==> src/rtl/lab_1_tdm_demux.sv <==
// ---------------------------------------------------------------------------
// lab_1_tdm_demux
//
// Receive-side 4:1 time-division demultiplexer. Serial WIDTH-bit symbols are
// collected slot by slot (slot 0 flagged by frame_start) into shadow
// registers; when slot 3 arrives the whole frame is published in parallel on
// a..d together with a one-cycle out_valid strobe. A partial frame is thrown
// away (one-cycle frame_err) when a new frame_start interrupts it or when the
// link stays silent for TIMEOUT cycles mid-frame.
//
// Ports
//   clk          single clock, rising edge
//   rst_n        asynchronous active-low reset
//   din          serial symbol
//   din_valid    din carries a symbol this cycle
//   frame_start  din is slot 0 (only meaningful with din_valid)
//   a,b,c,d      last complete frame, slots 0..3
//   out_valid    pulse: a..d were just updated
//   s1,s0        next expected slot index, 00 while idle
//   busy         a frame is being collected
//   frame_err    pulse: a partial frame was discarded
// ---------------------------------------------------------------------------
module lab_1_tdm_demux #(
    parameter int WIDTH   = 2,
    parameter int TIMEOUT = 15
) (
    input  logic             clk,
    input  logic             rst_n,
    input  logic [WIDTH-1:0] din,
    input  logic             din_valid,
    input  logic             frame_start,
    output logic [WIDTH-1:0] a,
    output logic [WIDTH-1:0] b,
    output logic [WIDTH-1:0] c,
    output logic [WIDTH-1:0] d,
    output logic             out_valid,
    output logic             s1,
    output logic             s0,
    output logic             busy,
    output logic             frame_err
);

    // Gap counter only ever needs to reach TIMEOUT-1.
    localparam int GW         = (TIMEOUT < 2) ? 1 : $clog2(TIMEOUT + 1);
    localparam int GAP_LAST_I = (TIMEOUT > 0) ? (TIMEOUT - 1) : 0;
    localparam logic [GW-1:0] GAP_LAST = GAP_LAST_I[GW-1:0];
    localparam logic [GW-1:0] GAP_ONE  = {{(GW-1){1'b0}}, 1'b1};

    typedef enum logic {
        IDLE    = 1'b0,
        COLLECT = 1'b1
    } state_t;

    state_t           state_q, state_d;
    logic [1:0]       slot_q, slot_d;
    logic [GW-1:0]    gap_cnt_q, gap_cnt_d;
    logic [WIDTH-1:0] sh_a_q, sh_a_d;
    logic [WIDTH-1:0] sh_b_q, sh_b_d;
    logic [WIDTH-1:0] sh_c_q, sh_c_d;
    logic [WIDTH-1:0] a_q, a_d;
    logic [WIDTH-1:0] b_q, b_d;
    logic [WIDTH-1:0] c_q, c_d;
    logic [WIDTH-1:0] d_q, d_d;
    logic             out_valid_q, out_valid_d;
    logic             frame_err_q, frame_err_d;

    always_comb begin
        state_d     = state_q;
        slot_d      = slot_q;
        gap_cnt_d   = gap_cnt_q;
        sh_a_d      = sh_a_q;
        sh_b_d      = sh_b_q;
        sh_c_d      = sh_c_q;
        a_d         = a_q;
        b_d         = b_q;
        c_d         = c_q;
        d_d         = d_q;
        out_valid_d = 1'b0;
        frame_err_d = 1'b0;

        case (state_q)
            IDLE: begin
                gap_cnt_d = '0;
                // Symbols without frame_start are simply ignored here.
                if (din_valid && frame_start) begin
                    sh_a_d  = din;
                    slot_d  = 2'd1;
                    state_d = COLLECT;
                end
            end

            COLLECT: begin
                if (din_valid) begin
                    // Any accepted symbol restarts the silence window, which
                    // also gives it priority over a timeout on this cycle.
                    gap_cnt_d = '0;
                    if (frame_start) begin
                        // Resync: drop the partial frame, start a new one.
                        frame_err_d = 1'b1;
                        sh_a_d      = din;
                        slot_d      = 2'd1;
                    end else begin
                        case (slot_q)
                            2'd1: begin
                                sh_b_d = din;
                                slot_d = 2'd2;
                            end
                            2'd2: begin
                                sh_c_d = din;
                                slot_d = 2'd3;
                            end
                            2'd3: begin
                                a_d         = sh_a_q;
                                b_d         = sh_b_q;
                                c_d         = sh_c_q;
                                d_d         = din;
                                out_valid_d = 1'b1;
                                slot_d      = 2'd0;
                                state_d     = IDLE;
                            end
                            default: begin
                                // Slot 0 never occurs while collecting;
                                // recover to idle if it somehow does.
                                slot_d  = 2'd0;
                                state_d = IDLE;
                            end
                        endcase
                    end
                end else if (TIMEOUT != 0) begin
                    if (gap_cnt_q == GAP_LAST) begin
                        // This is the TIMEOUT-th silent cycle in a row.
                        frame_err_d = 1'b1;
                        slot_d      = 2'd0;
                        gap_cnt_d   = '0;
                        state_d     = IDLE;
                    end else begin
                        gap_cnt_d = gap_cnt_q + GAP_ONE;
                    end
                end
            end

            default: begin
                state_d = IDLE;
                slot_d  = 2'd0;
            end
        endcase
    end

    always_ff @(posedge clk or negedge rst_n) begin
        if (!rst_n) begin
            state_q     <= IDLE;
            slot_q      <= 2'd0;
            gap_cnt_q   <= '0;
            sh_a_q      <= '0;
            sh_b_q      <= '0;
            sh_c_q      <= '0;
            a_q         <= '0;
            b_q         <= '0;
            c_q         <= '0;
            d_q         <= '0;
            out_valid_q <= 1'b0;
            frame_err_q <= 1'b0;
        end else begin
            state_q     <= state_d;
            slot_q      <= slot_d;
            gap_cnt_q   <= gap_cnt_d;
            sh_a_q      <= sh_a_d;
            sh_b_q      <= sh_b_d;
            sh_c_q      <= sh_c_d;
            a_q         <= a_d;
            b_q         <= b_d;
            c_q         <= c_d;
            d_q         <= d_d;
            out_valid_q <= out_valid_d;
            frame_err_q <= frame_err_d;
        end
    end

    assign a         = a_q;
    assign b         = b_q;
    assign c         = c_q;
    assign d         = d_q;
    assign out_valid = out_valid_q;
    assign frame_err = frame_err_q;
    assign s1        = slot_q[1];
    assign s0        = slot_q[0];
    assign busy      = (state_q == COLLECT);

endmodule
==> config.mk <==
export PLATFORM = sky130hd
export DESIGN_NAME = lab_1_tdm_demux
export DESIGN_NICKNAME = d
export VERILOG_FILES = /design/src/rtl/lab_1_tdm_demux.sv
export SDC_FILE = /design/constraint.sdc
export NUM_CORES = 1
export LEC_CHECK = 0
export CORE_UTILIZATION = 55
export CTS_CLUSTER_SIZE = 24
export DETAILED_ROUTE_END_ITERATION = 10
export DONT_BUFFER_PORTS = 1
export PLACE_DENSITY_LB_ADDON = 0.25
export REMOVE_ABC_BUFFERS = 1
export SLEW_MARGIN = 20
export SYNTH_ARGS = -nofsm -noshare
export SYNTH_HDL_FRONTEND = slang
export SYNTH_SLANG_ARGS = --single-unit
==> constraint.sdc <==
create_clock -name clk -period 1.66 [get_ports clk]
set_input_delay 0.249 -clock clk [delete_from_list [all_inputs] [get_ports clk]]
set_output_delay 0.249 -clock clk [all_outputs]
set_load 0.01 [all_outputs]
# == After elaboration in Yosys (flattened, before gate mapping) ==
# Index checks and enable logic that the tools add are counted.
# totals
ff_bits,23
inputBits,6
# op_classes
add_sub_neg,1
n_eq_ne,8
mux,27
bitwise_logic,2
reduce_logical,7
# op_table
cell,count
2-bit two-way mux,7
1-bit two-way mux,13
2-bit case mux with 2 select lines,3
4-bit AND reduction,3
4-bit two-way mux,2
4-bit case mux with 2 select lines,1
"2-bit != test, second input constant",3
"4-bit by 1-bit adder with 4-bit output, second input constant",1
"2-bit equality test, second input constant",2
"4-bit equality test, second input constant",1
"3-bit by 2-bit != test with 1-bit output, second input constant",1
3-bit AND reduction,1
"2-bit by 1-bit equality test with 1-bit output, second input constant",1
1-bit inverter,2
1-bit case mux with 2 select lines,1
2-bit AND reduction,1
2-bit OR reduction,1
1-bit logical AND,1

# == Depth between registers and ports, before layout ==
# Gate-level depths: netlist of run 1.
# depth
depth_word,6
ltp_mapped,5
depth_no_buf,5

# == Worst setup path before layout of run 1 ==
# OpenSTA, ideal clock, no wires.
# synth_timing
path_type,flip-flop to flip-flop
start,"reg state_q, in the netlist busy"
end,"reg a_q[0], in the netlist a[0]"
setup_ns,0.125
arrival_ns,1.162
path_slack_ns,0.373
stages_incl_launch_ff,4
period_less_slack_ns,1.287
cell_sequence,dfrtp_1 -> and2b_2 -> nand3_4 -> mux2_2
# synth_between
elab_chain_cells,1
# synth_lines
element,line,rtl
from (decl),54,"state_t state_q, state_d;"
from (signal assigned),164,state_q <= state_d;
4-bit AND reduction (no source line),--,
to (signal assigned),157,a_q <= '0;
to (signal assigned),170,a_q <= a_d;
to (decl),60,"logic [WIDTH-1:0] a_q, a_d;"
# No other way between the ends.
# A chain may end at the register's enable or synchronous reset.

# == Final worst setup path of run 1 ==
# layout_timing
start,"reg state_q, in the netlist busy"
end,"reg c_q[0], in the netlist c[0]"
# layout_between
elab_chain_cells,1
# layout_lines
element,line,rtl
4-bit AND reduction (no source line),--,
to (signal assigned),159,c_q <= '0;
to (signal assigned),172,c_q <= c_d;
to (decl),62,"logic [WIDTH-1:0] c_q, c_d;"
# No other way between the ends.

==> impl_summary.txt, run 1 <==
----------------------------------------------------
[Outcome]
  Run status ... finished, final reports clean

[Route]
  Wire per inst ... 15.4 um
  DRC Markers ... 0
  Wire length after detailed routing ... 1.46 mm
  Via density per instance ... 5.77
  Count of routing violations after the opening detailed-route iteration ... 5
  Overall via count from detail_route ... 548
  Iteration count of the initial detailed-routing pass ... 3
  Routed Antenna Nets ... 0

[Critical path]
  Critical path's largest stage delay ... 500 ps
  Setup crit start ... busy
  Critical path destination ... c[0]
  Type of origin of the critical path ... register
  Critical path arrival ... 1590 ps
  Cell count of the worst reg-to-reg path ... 3
  Ordered cell list for the critical path ... and2b_2 -> nand3_4 -> mux2_2
  End of the worst register-to-register path ... c[0]
  Register-to-register path setup slack ... 270 ps
  Worst setup EP type ... register
  Crit Path Category ... register to register
  Peak fanout along the critical path ... 9
  Critical Path Slowest Stage Cell ... dfrtp_1
  Worst R2R Start ... busy
  Worst path required time ... 1860 ps

[Timing]
  Actual transition at the worst max-transition pin ... 488 ps
  Final slew viol count ... 0
  Final worst path period share ... 83.7%
  Sum of negative setup slack ... 0 ps
  Worst-case clock skew ... 4.48 ps
  Final setup violation count ... 0
  Hold slack final ... 83.8 ps
  Final hold violation count ... 0
  Achievable frequency ... 720 MHz
  Min cycle time layout ... 1390 ps
  Max-slew headroom ... 67.4%
  Setup repair after global routing missed its margin ... false

[Clock network]
  Buffer type at the clock tree root ... clkbuf_4
  Clk buf depth ... 2
  TritonCTS Sinks ... 23
  Num CTS Buffers ... 3
  Clock-pin transition on the worst setup and hold timing paths ... 130 ps
  CTS H-Tree Depth ... 1
  Post-CTS repair timing setup buffer count ... 0
  # resized after CTS ... 0
  Worst-Skew Late Latency ... 300 ps
  CTS tree ... built

[Yosys]
  Main flop type after synthesis ... dfrtp_1
  Count of different cell masters after synthesis ... 18
  Yosys synthesis warning count ... 0
  Xor/xnor share of the synthesized area ... 1.80%
  Adder and majority cell fraction of the synthesized area ... 6.43%
  Count of flip-flops with a built-in enable after synthesis ... 0
  Synth Area in Compound Gates ... 3.60%
  Cell area after synthesis ... 973 um2
  Mean instance size in the synthesized netlist ... 13.2 um2
  Register bit count reported by yosys ... 23
  Fraction of synthesized area in multiplexers ... 16.2%
  Synth async-reset ratio ... 100%
  Simple logic cell fraction of the synthesized area ... 10.5%
  Portion of the post-synthesis area used by sequential elements ... 59.1%
  Largest family of logic cells by synthesized area ... multiplexers
  Cell count after synthesis ... 74

[Layout]
  P&R area growth vs syn ... 5.66%
  Total Nets Final ... 91
  Final standard cell utilization of the core ... 65.2%
  Number of diodes ... 0
  Final non-filler cell total ... 95
  Proportion of layout cells with a drive suffix above 1 ... 27.8%

[Place]
  Placer's final routability congestion estimate ... 0.834
  Quantity of I/O buffers inserted on ports ... 0
  Inst Count DP ... 89
  HPWL after detailed placement ... 1.04 mm

[Global routing]
  Largest net degree at the start of global routing ... 24
  Combined global-route utilization of all metal layers ... 18.3%
  Number of global-route vias before repair ... 598
  Gr ovfl total ... 0
  Number of antenna violations at the first check in global routing ... 0
  First-pass GRT wire length ... 2.55 mm

[Flow run]
  Max-capacitance violation count ... 0

[Floorplan]
  Floorplan die width ... 44.1 um
  Chip Height ... 44.1 um
  I/O pin count ... 19
  Initial standard-cell utilization of the core ... 61.7%
  FP Rows ... 14
  Core Footprint ... 1580 um2
  Die area ... 1940 um2

[Hold path]
  Type of the worst min-delay path ... input port to register

[Power and ir drop]
  Power density cells ... 1310 nW/um2
  Leakage power summed over all cells ... 0.507 nW
  Worst IR Drop VDD ... 0.783 mV

----------------------------------------------------
[cell type report]
type                    instances  area [um2]
clock inverters                 1        5.00
repair buffers                  2        15.0
fillers                       108         548
clock buffers                   3        22.5
inverters                       4        15.0
well taps                      16        20.0
multi-input cells              46         375
flip-flops and latches         23         576
[flip-flops by register name, summed over array words and instances, names as in the netlist]
register   count
out_valid      1
slot_q         2
d              2
sh_c_q         2
sh_a_q         2
gap_cnt_q      4
sh_b_q         2
b              2
c              2
frame_err      1
busy           1
a              2
[cells in the mapped netlist (all sizes together) (3+ instances only)]
library cell	instances	area (um2)
o21ai	3	15.0
ha	5	62.6
inv	4	15.0
dfrtp	23	576
mux2	14	158
nand2	6	22.5
nor2	4	15.0
nand3	6	42.5
[worst max-delay path, delay by kind of cell, from the launching register on]
family           cells  cell delay [ps]
DFF                  1              500
muxes                1              360
and+or+nand+nor      2              440
[metrics by stage]
step / instance area, um2 / setup slack (ps) / total power, W
6_report: 1030 / 271 / 0.00135
5_1_grt: 1030 / 185 / 0.00143
4_1_cts: 1020 / 265 / 0.00136
3_5_place_dp: 986 / 290 / 0.00110
3_3_place_gp: 986 / 293 / 0.00109
2_1_floorplan: 966 / 373 / 0.00104
[per-layer routing]
layer  GRT usage, %  up-vias  part of all wire (%)
met5              0        -                     0
met4           7.27        0                  0.75
li1               -      259                     -
met3           5.31        2                   4.9
met1           24.7      275                    48
met2           27.9       12                    46
[report_power, final]
group	switching [W]	internal, W
registers	0.000153	0.000713
logic	0.0000934	0.000137
clock network	0.000164	0.0000897
[repair_timing]
action	4_1_cts	5_1_grt
hold buffers	1	1
endpoints found under the setup margin	0	0
hold endpoints to repair	23	23
[how the worst min path moves through the flow]
stage	startpoint	cells past startpoint	to
after floorplan	rst_n	0	a[0]
after global placement	rst_n	0	slot_q[0]
after detailed placement	rst_n	0	slot_q[0]
after CTS	din[0]	1	sh_b_q[0]
after global routing	din[1]	1	d[1]
final	din[1]	1	d[1]
[cell usage in the layout (no fill, tap or decap)]
master / instances
a21oi_1: 1
a31oi_1: 1
and2_2: 1
and2b_2: 1
buf_2: 1
clkbuf_4: 3
clkinv_2: 1
dfrtp_1: 23
dlygate4sd3_1: 1
ha_1: 5
inv_1: 4
mux2_2: 14
nand2_1: 6
nand3_1: 5
nand3_4: 1
nor2_1: 4
nor2b_1: 1
o2111ai_1: 1
o21ai_0: 3
xnor2_1: 1
xor2_1: 1
[kinds of logic (layout without fill, tap and decap cells)]
kind of cell,after synthesis,count (layout)
buf+inv,5,10
xor+xnor,2,2
simple gates,19,19
flops,23,23
mux,14,14
compound gates,6,6
fa+ha+maj,5,5
Note: power is estimated with default switching activity, not from simulation.
==> inputs of run 2 (changes only) <==
Settings changed: CORE_ASPECT_RATIO from default to 1.4, CORE_UTILIZATION 55 to 53.
Clock period 1.66 ns to 1.22 ns, I/O delays scaled along.
==> impl_summary.txt, run 2 (synthesis gave the netlist of run 1 again) <==
----------------------------------------------------
[Place]
  Placer's final routability congestion estimate ... 0.779 (was 0.834)
  Quantity of I/O buffers inserted on ports ... 0 (unchanged)
  HPWL after detailed placement ... 1.16 mm (was 1.04 mm)
  Total placed instance area ... 1050 um2 (was 986 um2)

[Global routing]
  Combined global-route utilization of all metal layers ... 19.9% (was 18.3%)
  First-pass GRT wire length ... 2.74 mm (was 2.55 mm)
  Largest net degree at the start of global routing ... 24 (unchanged)
  Number of global-route vias before repair ... 624 (was 598)
  GR peak layer ... met2 (unchanged)
  Gr ovfl total ... 0 (unchanged)
  Global routing met3 resource utilization ... 3.40% (was 5.31%)
  Met1 GRT Util ... 23.7% (was 24.7%)
  GR met2 Demand/Resource ... 34.7% (was 27.9%)
  Number of antenna violations at the first check in global routing ... 0 (unchanged)

[Route]
  DRC Markers ... 0 (unchanged)
  Via density per instance ... 5.70 (was 5.77)
  Routed Antenna Nets ... 0 (unchanged)
  Count of routing violations after the opening detailed-route iteration ... 6 (was 5)
  Wire length after detailed routing ... 2.09 mm (was 1.46 mm)
  Overall via count from detail_route ... 650 (was 548)
  Iteration count of the initial detailed-routing pass ... 4 (was 3)
  Wire per inst ... 18.3 um (was 15.4 um)

[Timing]
  Actual transition at the worst max-transition pin ... 503 ps (was 488 ps)
  Max-slew headroom ... 66.4% (was 67.4%)
  Worst-case clock skew ... 8.48 ps (was 4.48 ps)
  Setup repair after global routing missed its margin ... true (was false)
  Final hold violation count ... 0 (unchanged)
  Achievable frequency ... 814 MHz (was 720 MHz)
  Final slew viol count ... 0 (unchanged)
  Final worst path period share ... 101% (was 83.7%)
  Final setup violation count ... 3 (was 0)
  Worst Slack Setup Final ... -8.89 ps (was 271 ps)
  Min cycle time layout ... 1230 ps (was 1390 ps)

[Layout]
  Area occupied by multi-input gates ... 498 um2 (was 375 um2)
  Register with the most flip-flops ... gap_cnt_q (unchanged)
  Fin area ... 1270 um2 (was 1030 um2)
  # fillers ... 102 (was 108)
  P&R area growth vs syn ... 30.8% (was 5.66%)
  Final standard cell utilization of the core ... 73.4% (was 65.2%)
  Flip-flop count of the largest register, all copies and words added ... 4 (unchanged)
  Proportion of layout cells with a drive suffix above 1 ... 55.3% (was 27.8%)
  Number of diodes ... 0 (unchanged)
  Highest-count cells in the layout ignoring fill and taps ... dfrtp_1, buf_4, mux2_4, mux2_2, nand2_1 (was dfrtp_1, mux2_2, nand2_1, nand3_1, ha_1)
  Total Nets Final ... 106 (was 91)
  Most common cell after layout, fill and taps aside ... dfrtp_1 (unchanged)
  Register cell area after layout ... 578 um2 (was 576 um2)

[Outcome]
  Violated checks ... setup timing
  Run status ... finished, violations left (was finished, final reports clean)

[Power and ir drop]
  Gate power share ... 30.1% (was 17.1%)
  Power consumption ... 0.00218 W (was 0.00135 W)
  Leakage power summed over all cells ... 0.611 nW (was 0.507 nW)
  Switching Share ... 30.9% (was 30.4%)
  Share of total power in the clock network ... 15.4% (was 18.8%)
  Worst IR Drop VDD ... 0.832 mV (was 0.783 mV)
  Net Switching ... 0.000671 W (was 0.000410 W)
  Sequential Power Share ... 54.4% (was 64.2%)
  Cell-internal power ... 0.00150 W (was 0.000939 W)
  Power density cells ... 1710 nW/um2 (was 1310 nW/um2)

[Floorplan]
  Core Footprint ... 1730 um2 (was 1580 um2)
  FP Rows ... 18 (was 14)
  Initial standard-cell utilization of the core ... 56.1% (was 61.7%)
  Die area ... 2010 um2 (was 1940 um2)
  Chip Height ... 52.7 um (was 44.1 um)
  I/O pin count ... 19 (unchanged)
  Floorplan die width ... 38.2 um (was 44.1 um)

[Critical path]
  Type of origin of the critical path ... register (unchanged)
  Critical path's largest stage delay ... 450 ps (was 500 ps)
  Peak fanout along the critical path ... 4 (was 9)
  Worst setup EP type ... register (unchanged)
  CP top delay family ... flip-flops (unchanged)
  Worst path required time ... 1410 ps (was 1860 ps)
  Critical Path Slowest Stage Cell ... dfrtp_2 (was dfrtp_1)
  Buffer and inverter count on the worst path ... 1 (was 0)
  Crit Path Category ... register to register (unchanged)
  Ordered cell list for the critical path ... inv_2 -> ha_4 -> nand3_2 -> mux2_2 (was and2b_2 -> nand3_4 -> mux2_2)
  Critical path arrival ... 1410 ps (was 1590 ps)

[Clock network]
  Clk buf depth ... 2 (unchanged)
  Num CTS Buffers ... 3 (unchanged)
  Buffer type at the clock tree root ... clkbuf_4 (unchanged)
  Worst-Skew Late Latency ... 300 ps (about the same)
  Clock-pin transition on the worst setup and hold timing paths ... 120 ps (was 130 ps)
  CTS H-Tree Depth ... 1 (unchanged)
  TritonCTS Sinks ... 23 (unchanged)
  CTS tree ... built (unchanged)

[Flow run]
  Max-capacitance violation count ... 0 (unchanged)

[Hold path]
  Type of the worst min-delay path ... input port to register (unchanged)

----------------------------------------------------
==> run 2: changes by cell type in the layout (fill, tap and decap cells not counted), moves of 3 or more <==
cell    previous run  this run
mux2_2            14         6
mux2_4             0         8
buf_4              0        11
buf_6              0         3
ha_1               5         1
==> run 2: per-stage QoR <==
stage	setup slack (ps)	hold slack, ps	cells	setup TNS (ps)
2_1_floorplan	-67.0	-113	73	-684
3_3_place_gp	-45.0	-112	101	-389
3_5_place_dp	-56.4	-112	101	-533
4_1_cts	-25.7	20.2	109	-130
5_1_grt	-41.2	-5.16	114	-375
6_report	-8.89	21.3	114	-19.3
==> run 2: power by group through the flow <==
| stage | clock [W] | sequential, W | combinational [W] |
|---|---|---|---|
| 2_1_floorplan | 0 | 0.00115 | 0.000262 |
| 3_3_place_gp | 0 | 0.00116 | 0.000384 |
| 3_5_place_dp | 0 | 0.00116 | 0.000396 |
| 4_1_cts | 0.000344 | 0.00117 | 0.000538 |
| 5_1_grt | 0.000381 | 0.00121 | 0.000704 |
| 6_report | 0.000336 | 0.00118 | 0.000656 |
==> run 2: layout make-up <==
cell class	instances	area share, %
clock buffers	4	2.06
inverters	4	1.18
multi-input cells	47	39.1
flip-flops and latches	23	45.4
well taps	20	1.96
repair buffers	16	10.3
==> run 2: worst reg2reg max path, cell delays in order (launching register included) <==
cell     delay (ps)
dfrtp_2         450
inv_2            80
ha_4            160
nand3_2          90
mux2_2          350
==> run 2: worst paths after layout <==
path	cells after the start	from	end	slack, ps
worst max register to register	4	slot_q[0]	sh_c_q[0]	-9
worst min-delay path	1	din[1]	d[1]	20
worst max-delay path	4	slot_q[0]	sh_c_q[0]	-9
min in group asynchronous	2	rst_n	gap_cnt_q[2]	390
worst min register to register	1	sh_b_q[0]	b[0]	520
max in group asynchronous	2	rst_n	slot_q[0]	460
==> run 2: layer usage <==
layer / part of all wire, % / routed length [um] / vias up
li1: - / - / 294
met2: 54 / 1120 / 15
met4: 0.48 / 10 / 0
met1: 43 / 893 / 339
met3: 3.1 / 65 / 2
met5: 0 / 0 / -
==> run 2: timing repair <==
| item | in CTS | in global routing |
|---|---|---|
| endpoints found under the hold margin | 23 | 23 |
| buffers inserted | 2 | 4 |
| pin swaps | 3 | 8 |
| hold buffers | 1 | 1 |
| cloned | 1 | 0 |
| resized for setup | 18 | 16 |
| endpoints found under the setup margin | 14 | 20 |
